<file path="src/rtl/peripheral_uart_tx.sv">
// peripheral_uart_tx: bus-written byte FIFO feeding an 8N1 serialiser on a single TX pin.
// Latency: push at edge E0, FIFO pop and start bit at E1; each frame is 10*bit_div cycles.
// Backpressure: none on the bus; a push into a full FIFO is dropped and flags sticky overflow.
module peripheral_uart_tx #(
  parameter int DEFAULT_DIV = 868,
  parameter int FIFO_AW     = 3
) (
  input  logic        clk,
  input  logic        rst,
  input  logic [31:0] WD,
  input  logic        WE,
  output logic [31:0] RD,
  output logic        tx
);

  localparam int                DEPTH    = 1 << FIFO_AW;
  localparam logic [FIFO_AW:0]  FULL_CNT = {1'b1, {FIFO_AW{1'b0}}};
  localparam logic [15:0]       DIV_RST  = 16'(DEFAULT_DIV);
  localparam logic [15:0]       DIV_MIN  = 16'd2;

  localparam logic [1:0] S_IDLE  = 2'd0;
  localparam logic [1:0] S_START = 2'd1;
  localparam logic [1:0] S_DATA  = 2'd2;
  localparam logic [1:0] S_STOP  = 2'd3;

  // Serialiser state
  logic [1:0]  state_q, state_d;
  logic [7:0]  shreg_q, shreg_d;
  logic [15:0] bit_div_q, bit_div_d;
  logic [15:0] baud_q, baud_d;
  logic [2:0]  bitcnt_q, bitcnt_d;
  logic        tx_q, tx_d;

  // Configuration / status
  logic [15:0] div_q, div_d;
  logic        ovf_q, ovf_d;

  // Byte FIFO
  logic [7:0]         mem_q [DEPTH];
  logic [7:0]         mem_d [DEPTH];
  logic [FIFO_AW-1:0] wptr_q, wptr_d;
  logic [FIFO_AW-1:0] rptr_q, rptr_d;
  logic [FIFO_AW:0]   count_q, count_d;

  // Decoded bus strobes and FIFO flags
  logic        cfg_wr;
  logic        push_req;
  logic        push_ok;
  logic        pop;
  logic        fifo_empty;
  logic        fifo_full;
  logic        bit_end;
  logic [7:0]  rd_data;
  logic [15:0] wd_div;
  logic [4:0]  count_ext;
  logic        unused_wd;

  assign unused_wd = ^WD[30:16];

  // Bus write decode and FIFO status flags
  always_comb begin
    cfg_wr     = WE & WD[31];
    push_req   = WE & ~WD[31];
    wd_div     = WD[15:0];
    fifo_empty = (count_q == '0);
    fifo_full  = (count_q == FULL_CNT);
    rd_data    = mem_q[rptr_q];
    bit_end    = (baud_q == (bit_div_q - 16'd1));
  end

  // Frame sequencer: start bit, eight data bits LSB first, stop bit, chaining frames while data is queued
  always_comb begin
    state_d   = state_q;
    shreg_d   = shreg_q;
    bit_div_d = bit_div_q;
    baud_d    = baud_q;
    bitcnt_d  = bitcnt_q;
    pop       = 1'b0;
    case (state_q)
      S_IDLE: begin
        if (!fifo_empty) begin
          pop       = 1'b1;
          shreg_d   = rd_data;
          bit_div_d = div_q;
          baud_d    = '0;
          state_d   = S_START;
        end
      end
      S_START: begin
        if (bit_end) begin
          baud_d   = '0;
          bitcnt_d = '0;
          state_d  = S_DATA;
        end else begin
          baud_d = baud_q + 16'd1;
        end
      end
      S_DATA: begin
        if (bit_end) begin
          baud_d  = '0;
          shreg_d = {1'b0, shreg_q[7:1]};
          if (bitcnt_q == 3'd7) begin
            state_d = S_STOP;
          end else begin
            bitcnt_d = bitcnt_q + 3'd1;
          end
        end else begin
          baud_d = baud_q + 16'd1;
        end
      end
      S_STOP: begin
        if (bit_end) begin
          baud_d = '0;
          if (!fifo_empty) begin
            // Next frame follows with no idle gap; the divisor is re-sampled here
            pop       = 1'b1;
            shreg_d   = rd_data;
            bit_div_d = div_q;
            state_d   = S_START;
          end else begin
            state_d = S_IDLE;
          end
        end else begin
          baud_d = baud_q + 16'd1;
        end
      end
      default: begin
        state_d = S_IDLE;
      end
    endcase
  end

  // Line level for the cycle after this edge, derived from the state being entered
  always_comb begin
    tx_d = 1'b1;
    case (state_d)
      S_START: tx_d = 1'b0;
      S_DATA:  tx_d = shreg_d[0];
      default: tx_d = 1'b1;
    endcase
  end

  // FIFO bookkeeping: a push into a full FIFO still succeeds if a pop frees a slot on the same edge
  always_comb begin
    push_ok = push_req & (~fifo_full | pop);
    mem_d   = mem_q;
    wptr_d  = wptr_q;
    rptr_d  = rptr_q;
    count_d = count_q;
    if (push_ok) begin
      mem_d[wptr_q] = WD[7:0];
      wptr_d        = wptr_q + FIFO_AW'(1'b1);
    end
    if (pop) begin
      rptr_d = rptr_q + FIFO_AW'(1'b1);
    end
    case ({push_ok, pop})
      2'b10:   count_d = count_q + 1'b1;
      2'b01:   count_d = count_q - 1'b1;
      default: count_d = count_q;
    endcase
  end

  // Configuration register and sticky overflow flag
  always_comb begin
    div_d = div_q;
    ovf_d = ovf_q;
    if (cfg_wr) begin
      div_d = (wd_div < DIV_MIN) ? DIV_MIN : wd_div;
      ovf_d = 1'b0;
    end else if (push_req && !push_ok) begin
      ovf_d = 1'b1;
    end
  end

  // Status word assembly
  always_comb begin
    count_ext              = '0;
    count_ext[FIFO_AW:0]   = count_q;
    RD = {(state_q != S_IDLE), fifo_full, fifo_empty, count_ext, ovf_q, 7'b0, div_q};
  end

  assign tx = tx_q;

  // Control registers; reset abandons any frame in flight and flushes the FIFO
  always_ff @(posedge clk) begin
    if (rst) begin
      state_q   <= S_IDLE;
      shreg_q   <= '0;
      bit_div_q <= DIV_RST;
      baud_q    <= '0;
      bitcnt_q  <= '0;
      tx_q      <= 1'b1;
      div_q     <= DIV_RST;
      ovf_q     <= 1'b0;
      wptr_q    <= '0;
      rptr_q    <= '0;
      count_q   <= '0;
    end else begin
      state_q   <= state_d;
      shreg_q   <= shreg_d;
      bit_div_q <= bit_div_d;
      baud_q    <= baud_d;
      bitcnt_q  <= bitcnt_d;
      tx_q      <= tx_d;
      div_q     <= div_d;
      ovf_q     <= ovf_d;
      wptr_q    <= wptr_d;
      rptr_q    <= rptr_d;
      count_q   <= count_d;
    end
  end

  // FIFO storage needs no reset: the pointers and count define what is valid
  always_ff @(posedge clk) begin
    mem_q <= mem_d;
  end

  // The sequencer only pops when it has seen data queued
  assert property (@(posedge clk) disable iff (rst) !(pop && fifo_empty));
  // Occupancy can never exceed the FIFO depth
  assert property (@(posedge clk) disable iff (rst) count_q <= FULL_CNT);

endmodule

</file>
<file path="config.mk">
export PLATFORM = sky130hd
export DESIGN_NAME = peripheral_uart_tx
export DESIGN_NICKNAME = d
export VERILOG_FILES = /design/src/rtl/peripheral_uart_tx.sv
export SDC_FILE = /design/constraint.sdc
export NUM_CORES = 1
export LEC_CHECK = 0
export BUFFER_PORTS_ARGS = -buffer_cell sky130_fd_sc_hd__buf_2
export CORE_MARGIN = 4
export CORE_UTILIZATION = 64
export CTS_CLUSTER_DIAMETER = 100
export CTS_CLUSTER_SIZE = 28
export DETAILED_ROUTE_END_ITERATION = 8
export PLACE_DENSITY = 0.86
export SLEW_MARGIN = 20
export SYNTH_ARGS = -nofsm -noshare
export SYNTH_HDL_FRONTEND = slang
export SYNTH_SLANG_ARGS = --single-unit
</file>
<file path="constraint.sdc">
create_clock -name clk -period 5.95 [get_ports clk]
set_input_delay 1.19 -clock clk [delete_from_list [all_inputs] [get_ports clk]]
set_output_delay 1.19 -clock clk [all_outputs]
set_load 0.01 [all_outputs]
</file>
# Word-level counts from Yosys, hierarchy flattened
# Cells that the tools add are included.
# classes
n_addsub	7
multipliers	0
div	0
order_cmp	4
n_eq_ne	15
shifts	0
n_mux	33
bitwise	8
reduce_logical	15
# ops
op	n
16-bit 2-to-1 mux	5
64-bit bitwise mux	1
16-bit case mux with 2 select lines	2
8-bit 2-to-1 mux	6
8-bit binary-select mux with 3-bit select	1
8-bit demux with 3-bit select	1
8-bit case mux with 3 select lines	1
16-bit by 1-bit adder with 16-bit output, second input constant	1
16-bit == test	1
16-bit by 2-bit less-than comparator with 1-bit output, second input constant	1
16-bit by 1-bit subtractor with 16-bit output, second input constant	1
2-bit 2-to-1 mux	5
2-bit != test, second input constant	5
3-bit by 1-bit adder with 3-bit output, second input constant	3
3-bit 2-to-1 mux	3
2-bit == test, second input constant	4
4-bit greater-or-equal comparator, second input constant	2
3-bit NOT with 4-bit output	2
2-bit case mux with 4 select lines	1
4-bit case mux with 2 select lines	1
2-bit nonzero test	4
2-bit by 1-bit == test with 1-bit output, second input constant	3
3-bit case mux with 2 select lines	1
4-bit by 1-bit adder with 4-bit output, second input constant	1
other kinds (19)	26
# totals
register_bits	137
latchBits	0
mem_bits_rw	0
rom_bits	0
input_bits	35
out_inout_bits	33
wordCells	102
mem_count	0

# Depth between registers and ports, before layout
# logic_depth
word_depth	8
depth_mapped	18
ltp_nobuf	16

# Least setup slack after synthesis
# No wires, ideal clock.
# synth_path
path_type	reg2reg
from	register bit_div_q[0]
to	register count_q[2]
setup_ns	0.070
t_arrival_ns	3.659
required_time_ns	5.880
setup_slack_ns	2.221
path_stages_with_launch	19
path_buffers	2
period_less_slack_ns	3.729
cell_sequence	dfxtp_1 inv_1 ha_1 buf_2 nor3b_1 nand4_1 xnor2_1 nor4_2 o2111a_2 a31oi_2 or2_1 buf_2 ha_1 xor2_1 ha_1 a21oi_1 xor2_1 or3_1 a21oi_1
# synth_between
elab_chain_len	8
word_cells_on_any_way	10
cone_classes	add/sub: 1; eq/ne: 3; mux: 3; bitwise: 2; reduce/logical: 1
# synth_rtl
item	line	text
start, declared	29	logic [15:0] bit_div_q, bit_div_d;
start signal, assigned	202	bit_div_q <= bit_div_d;
16-bit by 1-bit subtractor with 16-bit output (*)	68	bit_end = (baud_q == (bit_div_q - 16'd1));
16-bit == test (*)	68	
1-bit 2-to-1 mux (*)	112	if (bit_end) begin
1-bit case mux with 2 select lines (*)	79	case (state_q)
1-bit bitwise OR	145	push_ok = push_req & (~fifo_full | pop);
1-bit AND	145	
2-bit by 1-bit == test with 1-bit output / 2-bit == test (equally long branches)	157	case ({push_ok, pop})
4-bit case mux with 2 select lines / 2-bit nonzero test (equally long branches)	n/a	
end signal, assigned	210	count_q <= count_d;
end, declared	43	logic [FIFO_AW:0] count_q, count_d;
# Mark *: on every way between the ends. The rest lies on a longest branch, timed or not.
# A chain may end at the register's enable or synchronous reset.

# Final worst setup path
# Ends and elaborated chain as after synthesis.

==> reports/results.ini <==
[sta]
finalCritPeriodShare = 0.812
fin_setup_tns_ns = 0
skew_ns = 0.00942
relSlewSlack = 0.257
drv_slew = 0
setup_ws_ns = 1.12
hold_slack_ns = 0.485
min_period_ns = 4.83
fmax_ghz = 0.207
rsz0062_at_grt = false
finalHoldViolCount = 0
setup_viol = 0
worst_pin_slew_ns = 1.11

[route]
via_per_inst = 6.51
postRouteAntennaNets = 0
drt-initial-drc-count = 480
routed_wl_mm = 15.8
routedWlPerCell_um = 20.3
drc = 0
num_vias = 5073
firstDrtPassIters = 5

[logic_synthesis]
synth_edf_count = 64
synth_area_leaders = edfxtp_1 (29%), dfxtp_1 (22%), mux4_2 (5.4%)
synth_cell_types = 73
netlist.area_leader.share = 0.289
synth_top_cell_by_area = edfxtp_1
ys_warn_count = 0
synthArstFlopShare = 0
avgSynthCellArea_um2 = 11.0
yosysSeqAreaShare = 0.508
netlist_area_mm2 = 0.00666
synth-compound-area-share = 0.122
synth.area.mux_share = 0.0906
synth_top_flop_cell = dfxtp_1
syn_inst = 604
synthXorXnorAreaFrac = 0.0303
ys_ff_latch = 137
synthAdderAreaFrac = 0.0301
synth-simple-area-share = 0.173
synth_top_family_by_area = simple AND/OR/NAND/NOR gates

[placement]
io_buffers = 44
placed_cell_area_mm2 = 0.00686
place_congestion = 0.865
dp.cells = 747
preCtsSetupSlack_ns = 1.48
dp_hpwl_mm = 10.0

[critical_path]
max_stage_delay_ns = 0.49
worstPathArrival_ns = 5.28
cp-start-kind = flop
required_ns = 6.40
critPathSlowestCell = nor3b_1
cp_cell_sequence = inv_1 > ha_1 > nor3b_1 > nand4_1 > xnor2_1 > nor4_2 > o2111a_2 > a31oi_2 > or2_1 > ha_1 > xor2_1 > ha_1 > a21oi_1 > xor2_1 > or3_1 > a21oi_1
crit_path_frequent_cell = ha_1
critPathKind = reg2reg
r2r_setup_slack_ns = 1.12
worstPathMaxFanout = 11
end_kind = flop

[floorplan]
initial_utilization = 0.669
die_y_um = 110
core-area_mm2 = 0.00995
dieArea_mm2 = 0.0121
io_pins = 68
std_cell_rows = 36
die-width_um = 110

[cells_and_area]
seq_area_mm2 = 0.00338
final_util = 0.753
area_growth_pct = 12.6
final_nets = 684
n_fill_cell = 604
final_area_mm2 = 0.00750
fin_cells = 779
multi_input_area_mm2 = 0.00302
diodes = 0
drive_gt1_frac = 0.173

[grt]
grt_pass1_wl_mm = 25.5
first_global_vias = 4931
grt_max_degree = 60
antenna_found_initial = 0
grt_overflow = 0
grtUsageTotal = 0.281

[clock_tree]
ctsResizeCount = 0
cts_buffer_depth = 2
cts_tree = done
cts_htree_levels = 4
cts_buffers = 17
root_buffer = clkbuf_8
clock_latency_ns = 0.54
ctsHoldBuffers = 0
clkSinkCount = 137
post_cts_buffers = 0
cts.clk_slew.worst_paths_ns = 0.06

[power_and_ir_drop]
total_power_mw = 3.14
power.leakage_nw = 2.77
irDropWorstVdd_mv = 0.315
power.density_mw_per_mm2 = 418

[outcome]
status = completed

[min_path]
hold_path.class = reg2reg

[flow_run]
maxCapViolCount = 0

==> worst paths after layout <==
check,from,depth (start not counted),endpoint
min,div_q[13],2,div_q[13]
max,bit_div_q[0],16,count_q[2]
max reg2reg,bit_div_q[0],16,count_q[2]
min reg2reg,div_q[13],2,div_q[13]
==> flip-flops by register name, summed over array words and instances, names as in the netlist, 3 cells and up <==
name and flops:
baud_q 16, bit_div_q 16, bitcnt_q 3, count_q 4, div_q 16, mem_q 64, rptr_q 3, shreg_q 8
wptr_q 3
==> power by group <==
group | leakage (nW) | total (mW) | internal (mW) | switching [mW]
sequential | 1.17 | 1.17 | 1.06 | 0.109
clock | 0.297 | 1.10 | 0.685 | 0.417
combinational | 1.30 | 0.864 | 0.354 | 0.510
==> metal layers <==
| metal | vias to the layer above | track usage | share of wire |
|---|---|---|---|
| li1 | 2299 | - | - |
| met1 | 2484 | 0.363 | 0.41 |
| met2 | 251 | 0.454 | 0.49 |
| met3 | 39 | 0.0780 | 0.084 |
| met4 | 0 | 0.105 | 0.022 |
| met5 | - | 0 | 0 |
==> layout by cell type, fill, tap and decap left out, drive strengths merged, types with 18 or more instances in the layout <==
master / synthesis / layout
buf: 24 / 47
clkbuf: 20 / 18
nand2: 48 / 48
nor2: 46 / 46
mux2i: 22 / 22
edfxtp: 64 / 64
nor3: 18 / 18
inv: 17 / 21
a21oi: 45 / 45
dfxtp: 73 / 73
==> cells by family (layout without fill, tap and decap cells) <==
kind of cell    Yosys count  after routing
fa+ha+maj                16             16
buf+inv                  62             97
mux                      40             40
simple gates            204            204
xor+xnor                 23             23
compound gates          121            121
flops                   137            137
other cells               1              8
==> critical path: cells and delay by family (launching register included) <==
| kind | cells | cell delay (ns) |
|---|---|---|
| AND/OR/NAND/NOR | 5 | 1.85 |
| AO/OA/AOI/OAI | 4 | 1.06 |
| adder cells (fa/ha/maj) | 3 | 0.88 |
| XOR/XNOR | 3 | 0.49 |
| flip-flops | 1 | 0.37 |
| buffers and inverters | 1 | 0.08 |
==> area by class of cell <==
class                           instances  share of cell area
Tap cell                              133              0.0222
Sequential cell                       137               0.451
Clock inverter                         14              0.0260
Clock buffer                           18              0.0557
Inverter                               18             0.00901
Timing Repair Buffer                   47              0.0324
Multi-Input combinational cell        412               0.403
==> cell usage after synthesis, types with 3 or more instances <==
cell	number
nor3b_1	5
and2_1	3
nor4b_2	3
nand3b_1	6
clkbuf_1	20
a211oi_1	3
inv_1	17
mux2i_1	22
nand3_1	10
edfxtp_1	64
dfxtp_1	73
o31ai_1	4
o2111ai_1	3
nor2b_1	6
nor4_1	8
buf_4	13
a221o_1	6
nand2b_1	13
a21oi_1	43
a41oi_1	4
o21ai_0	11
xor2_1	13
ha_1	16
xnor2_1	10
nor2_1	46
nor3_1	15
buf_2	4
and3_1	12
a31oi_1	15
a22oi_1	4
nand4_1	5
mux4_2	16
buf_1	5
or3_1	6
nor3_2	3
nand2_1	48
a211o_1	6
(Power assumes the default switching activity.)
